==> src/rtl/bep_frame_readout.sv <==
// Frame snapshot sequencer: freezes the decoder, copies the mux bytes into a local buffer, then streams them to the host.
// Optional BEP_STATUS_BYTE_EN appends the validation byte (mux address 15) to every snapshot.
module bep_frame_readout #(
    parameter int unsigned FRAME_BYTES = 12
) (
    input  logic       clock,
    input  logic       reset,
    input  logic       frame_valid,
    input  logic [7:0] mux_data,
    output logic [3:0] mux_address,
    output logic       rx_enable,
    output logic [7:0] out_data,
    output logic       out_valid,
    input  logic       out_ready,
    input  logic       flush,
    output logic       overrun,
    input  logic       overrun_clear,
    output logic [7:0] frame_count
);

`ifdef BEP_STATUS_BYTE_EN
    localparam int unsigned NBYTES = FRAME_BYTES + 1;
`else
    localparam int unsigned NBYTES = FRAME_BYTES;
`endif
    localparam logic [3:0] LAST_IDX  = 4'(NBYTES - 1);
    localparam logic [3:0] LAST_DATA = 4'(FRAME_BYTES - 1);

    typedef enum logic [1:0] {
        S_IDLE,
        S_CAPTURE,
        S_STREAM
    } state_e;

    state_e     state_q;
    logic       frame_valid_q;
    logic [3:0] idx_q;
    logic [3:0] rd_q;
    logic [3:0] mux_address_q;
    logic       rx_enable_q;
    logic [7:0] out_data_q;
    logic       out_valid_q;
    logic       overrun_q;
    logic [7:0] frame_count_q;
    logic [7:0] snap_q [NBYTES];

    logic       frame_edge;
    logic [3:0] idx_d;
    logic [3:0] rd_d;

    always_comb begin
        frame_edge = frame_valid & ~frame_valid_q;
        idx_d      = idx_q + 4'd1;
        rd_d       = rd_q + 4'd1;
    end

    always_ff @(posedge clock) begin
        if (state_q == S_CAPTURE) begin
            snap_q[idx_q] <= mux_data;
        end
    end

    always_ff @(posedge clock) begin
        if (reset) begin
            state_q       <= S_IDLE;
            frame_valid_q <= 1'b1;
            idx_q         <= '0;
            rd_q          <= '0;
            mux_address_q <= '0;
            rx_enable_q   <= 1'b1;
            out_data_q    <= '0;
            out_valid_q   <= 1'b0;
            overrun_q     <= 1'b0;
            frame_count_q <= '0;
        end else begin
            frame_valid_q <= frame_valid;

            // A new overrun in the same cycle as the clear keeps the flag set
            if (frame_edge && (state_q != S_IDLE)) begin
                overrun_q <= 1'b1;
            end else if (overrun_clear) begin
                overrun_q <= 1'b0;
            end

            case (state_q)
                S_IDLE: begin
                    mux_address_q <= '0;
                    rx_enable_q   <= 1'b1;
                    out_valid_q   <= 1'b0;
                    if (frame_edge) begin
                        state_q     <= S_CAPTURE;
                        idx_q       <= '0;
                        rx_enable_q <= 1'b0;
                    end
                end

                S_CAPTURE: begin
                    if (idx_q == LAST_IDX) begin
                        state_q       <= S_STREAM;
                        rd_q          <= '0;
                        mux_address_q <= '0;
                        out_valid_q   <= 1'b1;
                        // Single-byte snapshot: byte 0 is still being written, so take it straight from the mux
                        out_data_q    <= (idx_q == 4'd0) ? mux_data : snap_q[0];
                    end else begin
                        idx_q         <= idx_d;
                        mux_address_q <= (idx_d > LAST_DATA) ? 4'hF : idx_d;
                    end
                end

                S_STREAM: begin
                    if (flush) begin
                        state_q     <= S_IDLE;
                        out_valid_q <= 1'b0;
                        rx_enable_q <= 1'b1;
                    end else if (out_ready) begin
                        if (rd_q == LAST_IDX) begin
                            state_q       <= S_IDLE;
                            out_valid_q   <= 1'b0;
                            rx_enable_q   <= 1'b1;
                            frame_count_q <= frame_count_q + 8'd1;
                        end else begin
                            rd_q       <= rd_d;
                            out_data_q <= snap_q[rd_d];
                        end
                    end
                end

                default: begin
                    state_q <= S_IDLE;
                end
            endcase
        end
    end

    assign mux_address = mux_address_q;
    assign rx_enable   = rx_enable_q;
    assign out_data    = out_data_q;
    assign out_valid   = out_valid_q;
    assign overrun     = overrun_q;
    assign frame_count = frame_count_q;

endmodule

==> config.mk <==
export PLATFORM = sky130hd
export DESIGN_NAME = bep_frame_readout
export DESIGN_NICKNAME = d
export VERILOG_FILES = /design/src/rtl/bep_frame_readout.sv
export SDC_FILE = /design/constraint.sdc
export NUM_CORES = 1
export LEC_CHECK = 0
export BUFFER_PORTS_ARGS = -buffer_cell sky130_fd_sc_hd__buf_2
export CAP_MARGIN = 20
export CORE_ASPECT_RATIO = 1.75
export CORE_MARGIN = 5
export CORE_UTILIZATION = 50
export CTS_BUF_LIST = sky130_fd_sc_hd__clkbuf_4 sky130_fd_sc_hd__clkbuf_8
export DETAILED_ROUTE_END_ITERATION = 10
export GPL_TIMING_DRIVEN = 0
export PLACE_DENSITY = 0.74
export SLEW_MARGIN = 25
export SYNTH_ARGS = -nofsm -noshare
export SYNTH_HDL_FRONTEND = slang
export SYNTH_SLANG_ARGS = --single-unit
==> constraint.sdc <==
create_clock -name clock -period 2.75 [get_ports clock]
set_input_delay 0.55 -clock clock [delete_from_list [all_inputs] [get_ports clock]]
set_output_delay 0.55 -clock clock [all_outputs]
set_load 0.03 [all_outputs]
==> results by group, run 1 <==
Status
  • Status: completed

STA
  • Fmax: ~400 MHz
  • Slew Limit Fails: 0
  • Setup TNS Final: 0 ns
  • Final Setup Violations: 0
  • Final Hold Viols: 0
  • Worst Skew: 0.00965 ns
  • RSZ-0062 raised after global routing: false
  • Hold WS: 0.316 ns
  • Relative slew slack: 0.324
  • Tmin final: between 2 and 2.5 ns
  • Final Cycle Share: 0.903
  • Actual slew at the worst max-slew pin: between 1 and 1.5 ns

Layout
  • # nets final: 432
  • Post-layout util: 0.577
  • Area grow syn2layout: 12.8%
  • Share of cells above drive strength 1: 0.261
  • Antenna cells: 0
  • Fillers: 835
  • Fin area: roughly 6200 um^2

Synthesis
  • EDFF count, synth: 96
  • Mapped Area: 5480 um^2
  • Register area share after synthesis: 0.651
  • Most frequent cell after synthesis: edfxtp_1
  • Ranking of synthesized cells by area: edfxtp_1 53%, dfxtp_1 12%, mux4_2 8.6%, mux2_1 1.6%, mux2_2 1.6%
  • Cells after Synth: 358
  • Synth Net Count: 378
  • Post-synth top cells: 96 x edfxtp_1, 34 x dfxtp_1, 24 x nor2_1, 21 x mux4_2, 15 x nand2_1
  • Mean Syn Cell Area: 15.3 um^2
  • Post-synth ARST share: 0
  • Synthesis Warnings: 0
  • Count of cell types in the netlist: 48
  • Area leader, netlist: edfxtp_1
  • Ys flop type: edfxtp_1
  • Yosys top cell area share: 0.526
  • FF+latch count, synth: 130

Global route
  • Pin count of the biggest net entering global routing: 17
  • Global route overflow: 0
  • Vias in the first global route: ~3400
  • Total GRT Usage: 0.196
  • Initial antenna violation count: 0
  • First-pass GRT wire length: ~19000 um

Clock tree
  • Hold buffers post-CTS: 0
  • Cts bufs inserted: 17
  • Post-CTS setup buffers: 0
  • Worst-Skew Late Latency: 0.43 ns
  • Clk sink count: 130
  • Clock transition at path regs: 0.07 ns
  • Root buffer cell: clkbuf_8
  • Max Buffers Root-to-Sink: 2
  • H-tree Lvls: 4
  • CTS tree: done
  • CTS resizes: 0

Run
  • Max Cap Viol: 0

Floorplan
  • DIE AREA: between 10000 and 15000 um^2
  • Core ar.: 10700 um^2
  • Ports: 37
  • Die span in x: 89.1 um
  • # rows: 50
  • Initial core utilization: 0.512
  • Die Height: about 150 um

Worst setup path
  • Critical Path Sink Type: register
  • WP data arrival: 2.55 ns
  • Critical path class: reg -> reg
  • Critical Path RT: 2.81 ns
  • Startpoint types: register
  • Max Fanout on Critical Path: 10

Route
  • Vias/cell: about 6
  • Pre-antenna DRT Iters: 5
  • Wire per inst: 21.2 um
  • DRC Markers: 0
  • Routed Antenna Nets: 0
  • WL final: ~12000 um
  • Via count: between 3000 and 4000
  • Iter 0 DRT Violations: 297

Placed design
  • Dpl cell area: 5820 um^2
  • GP Congestion: 0.798
  • Post-detail-place hpwl: 8070 um
  • I/O Buffers: 35

Worst hold path
  • Worst hold path type: in -> reg

Pwr
  • Total power: 0.00368 W
  • Peak VDD IR: 0.353 mV
  • Pleak: 2.17 nW
  • PwrDens: 596 nW/um^2
critical path: stages, from the launching register on:
cell and delay (ns):
dfxtp_1 0.41, inv_1 0.12, ha_1 0.19, nor3b_2 0.83, and2_1 0.57
metal layers:
layer,vias to the layer above,track usage,share of wire
met1,1650,0.230,0.38
met3,19,0.0443,0.040
met2,86,0.346,0.56
met5,-,0,0
li1,1493,-,-
met4,0,0.0633,0.018
final timing paths:
check | start | end | slack, ns | cells past startpoint
worst max-delay path | idx_q[0] | snap_q[0][7] | 0.27 | 4
worst min-delay path | frame_valid | frame_valid_q | 0.32 | 2
worst max register to register | idx_q[0] | snap_q[0][7] | 0.27 | 4
worst min register to register | mux_address[3] | mux_address[3] | 0.47 | 2
cell usage in the layout, fill, tap and decap left out, types with 2 or more instances in the layout:
| master | count |
|---|---|
| a21oi_1 | 10 |
| a22oi_1 | 10 |
| a31oi_1 | 10 |
| and2_1 | 12 |
| and3_1 | 5 |
| and3b_1 | 2 |
| buf_2 | 43 |
| clkbuf_1 | 7 |
| clkbuf_4 | 5 |
| clkbuf_8 | 19 |
| clkinv_1 | 2 |
| clkinv_2 | 5 |
| dfxtp_1 | 34 |
| edfxtp_1 | 96 |
| ha_1 | 6 |
| inv_1 | 6 |
| mux2_1 | 8 |
| mux2_2 | 8 |
| mux2i_1 | 3 |
| mux4_1 | 3 |
| mux4_2 | 21 |
| nand2_1 | 15 |
| nand2b_1 | 5 |
| nand3_1 | 6 |
| nand3b_1 | 3 |
| nand4_1 | 5 |
| nand4b_1 | 2 |
| nor2_1 | 24 |
| nor2b_1 | 4 |
| nor3_1 | 2 |
| nor3b_1 | 2 |
| o211ai_1 | 2 |
| o21ai_0 | 4 |
| o21ai_1 | 4 |
| o21bai_1 | 8 |
| or2_2 | 2 |
| xor2_1 | 6 |
final cells by class:
class                      instances  area, um^2  share of cell area
tap                              130         163              0.0263
buffer                            19         109              0.0176
inverter                           6        22.5             0.00365
sequential                       130        3560               0.577
clock buffer                      24         299              0.0484
clock inverter                     8        62.6              0.0101
timing repair buffer              35         175              0.0284
multi-input combinational        203        1780               0.289
metrics by stage:
stage / worst slack, ns / cells
after global placement: 0.349 / 523
after CTS: 0.241 / 555
after global routing: 0.155 / 555
after floorplan: 1.00 / 358
after detailed placement: 0.252 / 523
final: 0.266 / 555
cell families (layout without fill, tap and decap cells):
| kind of cell | Yosys count | after routing | synth area share |
|---|---|---|---|
| fa+ha+maj | 6 | 6 | 0.0137 |
| compound gates | 50 | 50 | 0.0585 |
| simple gates | 95 | 95 | 0.0950 |
| mux | 45 | 45 | 0.146 |
| buf+inv | 25 | 92 | 0.0240 |
| xor+xnor | 7 | 7 | 0.0126 |
| flops | 130 | 130 | 0.651 |
registers in the layout, indices dropped and copies added, names as in the netlist:
name	flops
frame_count	8
frame_valid_q	1
idx_q	4
mux_address	4
out_data	8
out_valid	1
overrun	1
rd_q	4
rx_enable	1
snap_q	96
state_q	2
report_power, final:
group	internal, W	switching [W]
logic	0.0000302	0.0000618
registers	0.00211	0.00000616
clock network	0.000798	0.000677
No activity file was read; power rests on OpenSTA's default activity.
==> run 2, diff against run 1 <==
CORE_ASPECT_RATIO = not set   (was 1.75)
TNS_END_PERCENT = 1   (was not set)
==> run 2 against run 1 <==
Utilization hardly changed. Via count is 2.8% lower. Sequential share of layout area is 0.54 points lower. Critical path type unchanged. Critical endpoint is now snap_q[11][4].
==> results by group, run 2 (synthesis gave the netlist of run 1 again) <==
Route
  • Vias/cell: 5.59 (-4.5%)
  • Via count: 3157 (-2.8%)
  • DRC Markers: 0 (unchanged)
  • Iter 0 DRT Violations: 194 (-35%)
  • Routed Antenna Nets: 0 (unchanged)
  • Wire per inst: 18.8 um (-11%)
  • Pre-antenna DRT Iters: 5 (unchanged)
  • WL final: 10600 um (-9.9%)

Pwr
  • Pleak: 2.17 nW (about the same)
  • PwrDens: 619 nW/um^2 (+3.8%)
  • Peak VDD IR: 0.426 mV (+21%)

Global route
  • Met2 Usage GRT: 0.286 (-0.0608)
  • Vias in the first global route: 3155 (-6.9%)
  • Total GRT Usage: 0.171 (-0.0244)
  • Gr busiest metal: met2
  • M3 GR Usage: 0.0396 (-0.00471)
  • GR Util met1: 0.220 (-0.0101)
  • First-pass GRT wire length: 16800 um (-9.7%)
  • Global route overflow: 0 (unchanged)
  • Pin count of the biggest net entering global routing: 17 (unchanged)
  • Initial antenna violation count: 0 (unchanged)

Worst setup path
  • Slowest CP cell: nor2_1
  • Worst path max stage delay: 0.78 ns (-0.05 ns)
  • Top cell family by delay on the critical path: simple AND/OR/NAND/NOR gates
  • Max Fanout on Critical Path: 10 (unchanged)
  • Critical Path RT: 2.81 ns (about the same)
  • WP data arrival: 2.32 ns (-0.23 ns)
  • Crit path buffers/inverters: 0 (-1)
  • Critical path class: reg -> reg
  • Crit-path cells: ha_1 > nand3b_1 > nor2_1
  • Critical Path Sink Type: register
  • Startpoint types: register

STA
  • Actual slew at the worst max-slew pin: 0.965 ns (-0.0458 ns)
  • Final Hold Viols: 0 (unchanged)
  • Fmax: 442 MHz (+9.8%)
  • Worst Skew: 0.00843 ns (-0.00122 ns)
  • Setup TNS Final: 0 ns (unchanged)
  • Slew Limit Fails: 0 (unchanged)
  • RSZ-0062 raised after global routing: false
  • Tmin final: 2.26 ns (-0.222 ns)
  • Relative slew slack: 0.355 (+0.0311)
  • Final Cycle Share: 0.822 (-0.0808)
  • Worst setup margin: 0.489 ns (+0.222 ns)
  • Final Setup Violations: 0 (unchanged)

Layout
  • Final std cells w/o fill: 565 (+1.8%)
  • Max reg flops: 96 (unchanged)
  • Biggest register: snap_q
  • Fin area: 6240 um^2 (+0.95%)
  • Commonest cells after routing, fill and taps aside: 96 x edfxtp_1, 43 x buf_2, 34 x dfxtp_1
  • Area grow syn2layout: 13.8%
  • Share of cells above drive strength 1: 0.259 (-0.00235)
  • # nets final: 432 (unchanged)
  • Antenna cells: 0 (unchanged)
  • Most common cell after layout, fill and taps aside: edfxtp_1

Clock tree
  • Cts bufs inserted: 17 (unchanged)
  • Root buffer cell: clkbuf_8
  • Clk sink count: 130 (unchanged)
  • CTS tree: done
  • Worst-Skew Late Latency: 0.44 ns (about the same)
  • Hold buffers post-CTS: 0 (unchanged)
  • Post-CTS setup buffers: 0 (unchanged)
  • Clock transition at path regs: 0.07 ns (about the same)
  • CTS resizes: 0 (unchanged)
  • H-tree Lvls: 4 (unchanged)
  • Max Buffers Root-to-Sink: 2 (unchanged)

Placed design
  • GP Congestion: 0.841 (+5.4%)
  • Inst Count DP: 533 (+1.9%)
  • Post-detail-place hpwl: 7250 um (-10%)
  • Dpl ws: 0.504 ns (+0.252 ns)
  • Dpl cell area: 5830 um^2 (+0.22%)
  • I/O Buffers: 35 (unchanged)

Floorplan
  • Core ar.: 10800 um^2 (+0.89%)
  • Initial core utilization: 0.508 (-0.00451)
  • # rows: 38 (-24%)
  • Ports: 37 (unchanged)
  • Die span in x: 115 um (+29%)
  • Die Height: 115 um (-23%)
  • DIE AREA: 13100 um^2 (-0.62%)

Run
  • Max Cap Viol: 0 (unchanged)

Worst hold path
  • Worst hold path type: in -> reg

Status
  • Status: completed
==> run 2: changes by cell type in the layout (fill, tap and decap cells not counted), moves of 2 or more <==
| cell | delta |
|---|---|
| clkinv_2 | -5 |
| inv_6 | +3 |
| clkbuf_4 | -3 |
| clkbuf_8 | -2 |
| clkinvlp_4 | +3 |
| bufinv_16 | +2 |
==> run 2: path summary, 6_finish.rpt <==
path | to | cells past startpoint | startpoint | slack (ns)
worst max-delay path | snap_q[11][4] | 3 | idx_q[0] | 0.49
worst max register to register | snap_q[11][4] | 3 | idx_q[0] | 0.49
worst min-delay path | frame_valid_q | 2 | frame_valid | 0.31
worst min register to register | mux_address[3] | 2 | mux_address[3] | 0.46
==> run 2: area by class of cell <==
type	instances	area, um^2
Inverter	6	22.5
Sequential cell	130	3560
Clock buffer	19	249
Clock inverter	13	159
Timing Repair Buffer	35	175
Fill cell	801	4560
Multi-Input combinational cell	203	1780
Buffer	19	109
Tap cell	140	175
==> run 2: power by group <==
group / switching (W) / total (W) / internal, W
Sequential: 0.00000627 / 0.00212 / 0.00211
Combinational: 0.0000607 / 0.0000908 / 0.0000302
Clock: 0.000737 / 0.00165 / 0.000916
==> run 2: metal layers <==
layer  share of wire  up-vias
li1                -     1497
met1            0.43     1566
met2            0.51       75
met3           0.044       19
met4           0.016        0
met5               0        -
==> run 2: through the flow <==
step           total power, W  hold WS [ns]  utilization
2_1_floorplan         0.00220         0.497            -
3_3_place_gp          0.00225         0.445        0.540
3_5_place_dp          0.00225         0.457        0.540
4_1_cts               0.00388         0.304        0.578
5_1_grt               0.00400         0.313        0.578
6_report              0.00386         0.313        0.578
==> run 2: worst reg2reg max path, delay by kind of cell, from the launching register on <==
| kind | cells | cell delay (ns) |
|---|---|---|
| adder cells (fa/ha/maj) | 1 | 0.37 |
| flip-flops | 1 | 0.50 |
| AND/OR/NAND/NOR | 2 | 1.01 |
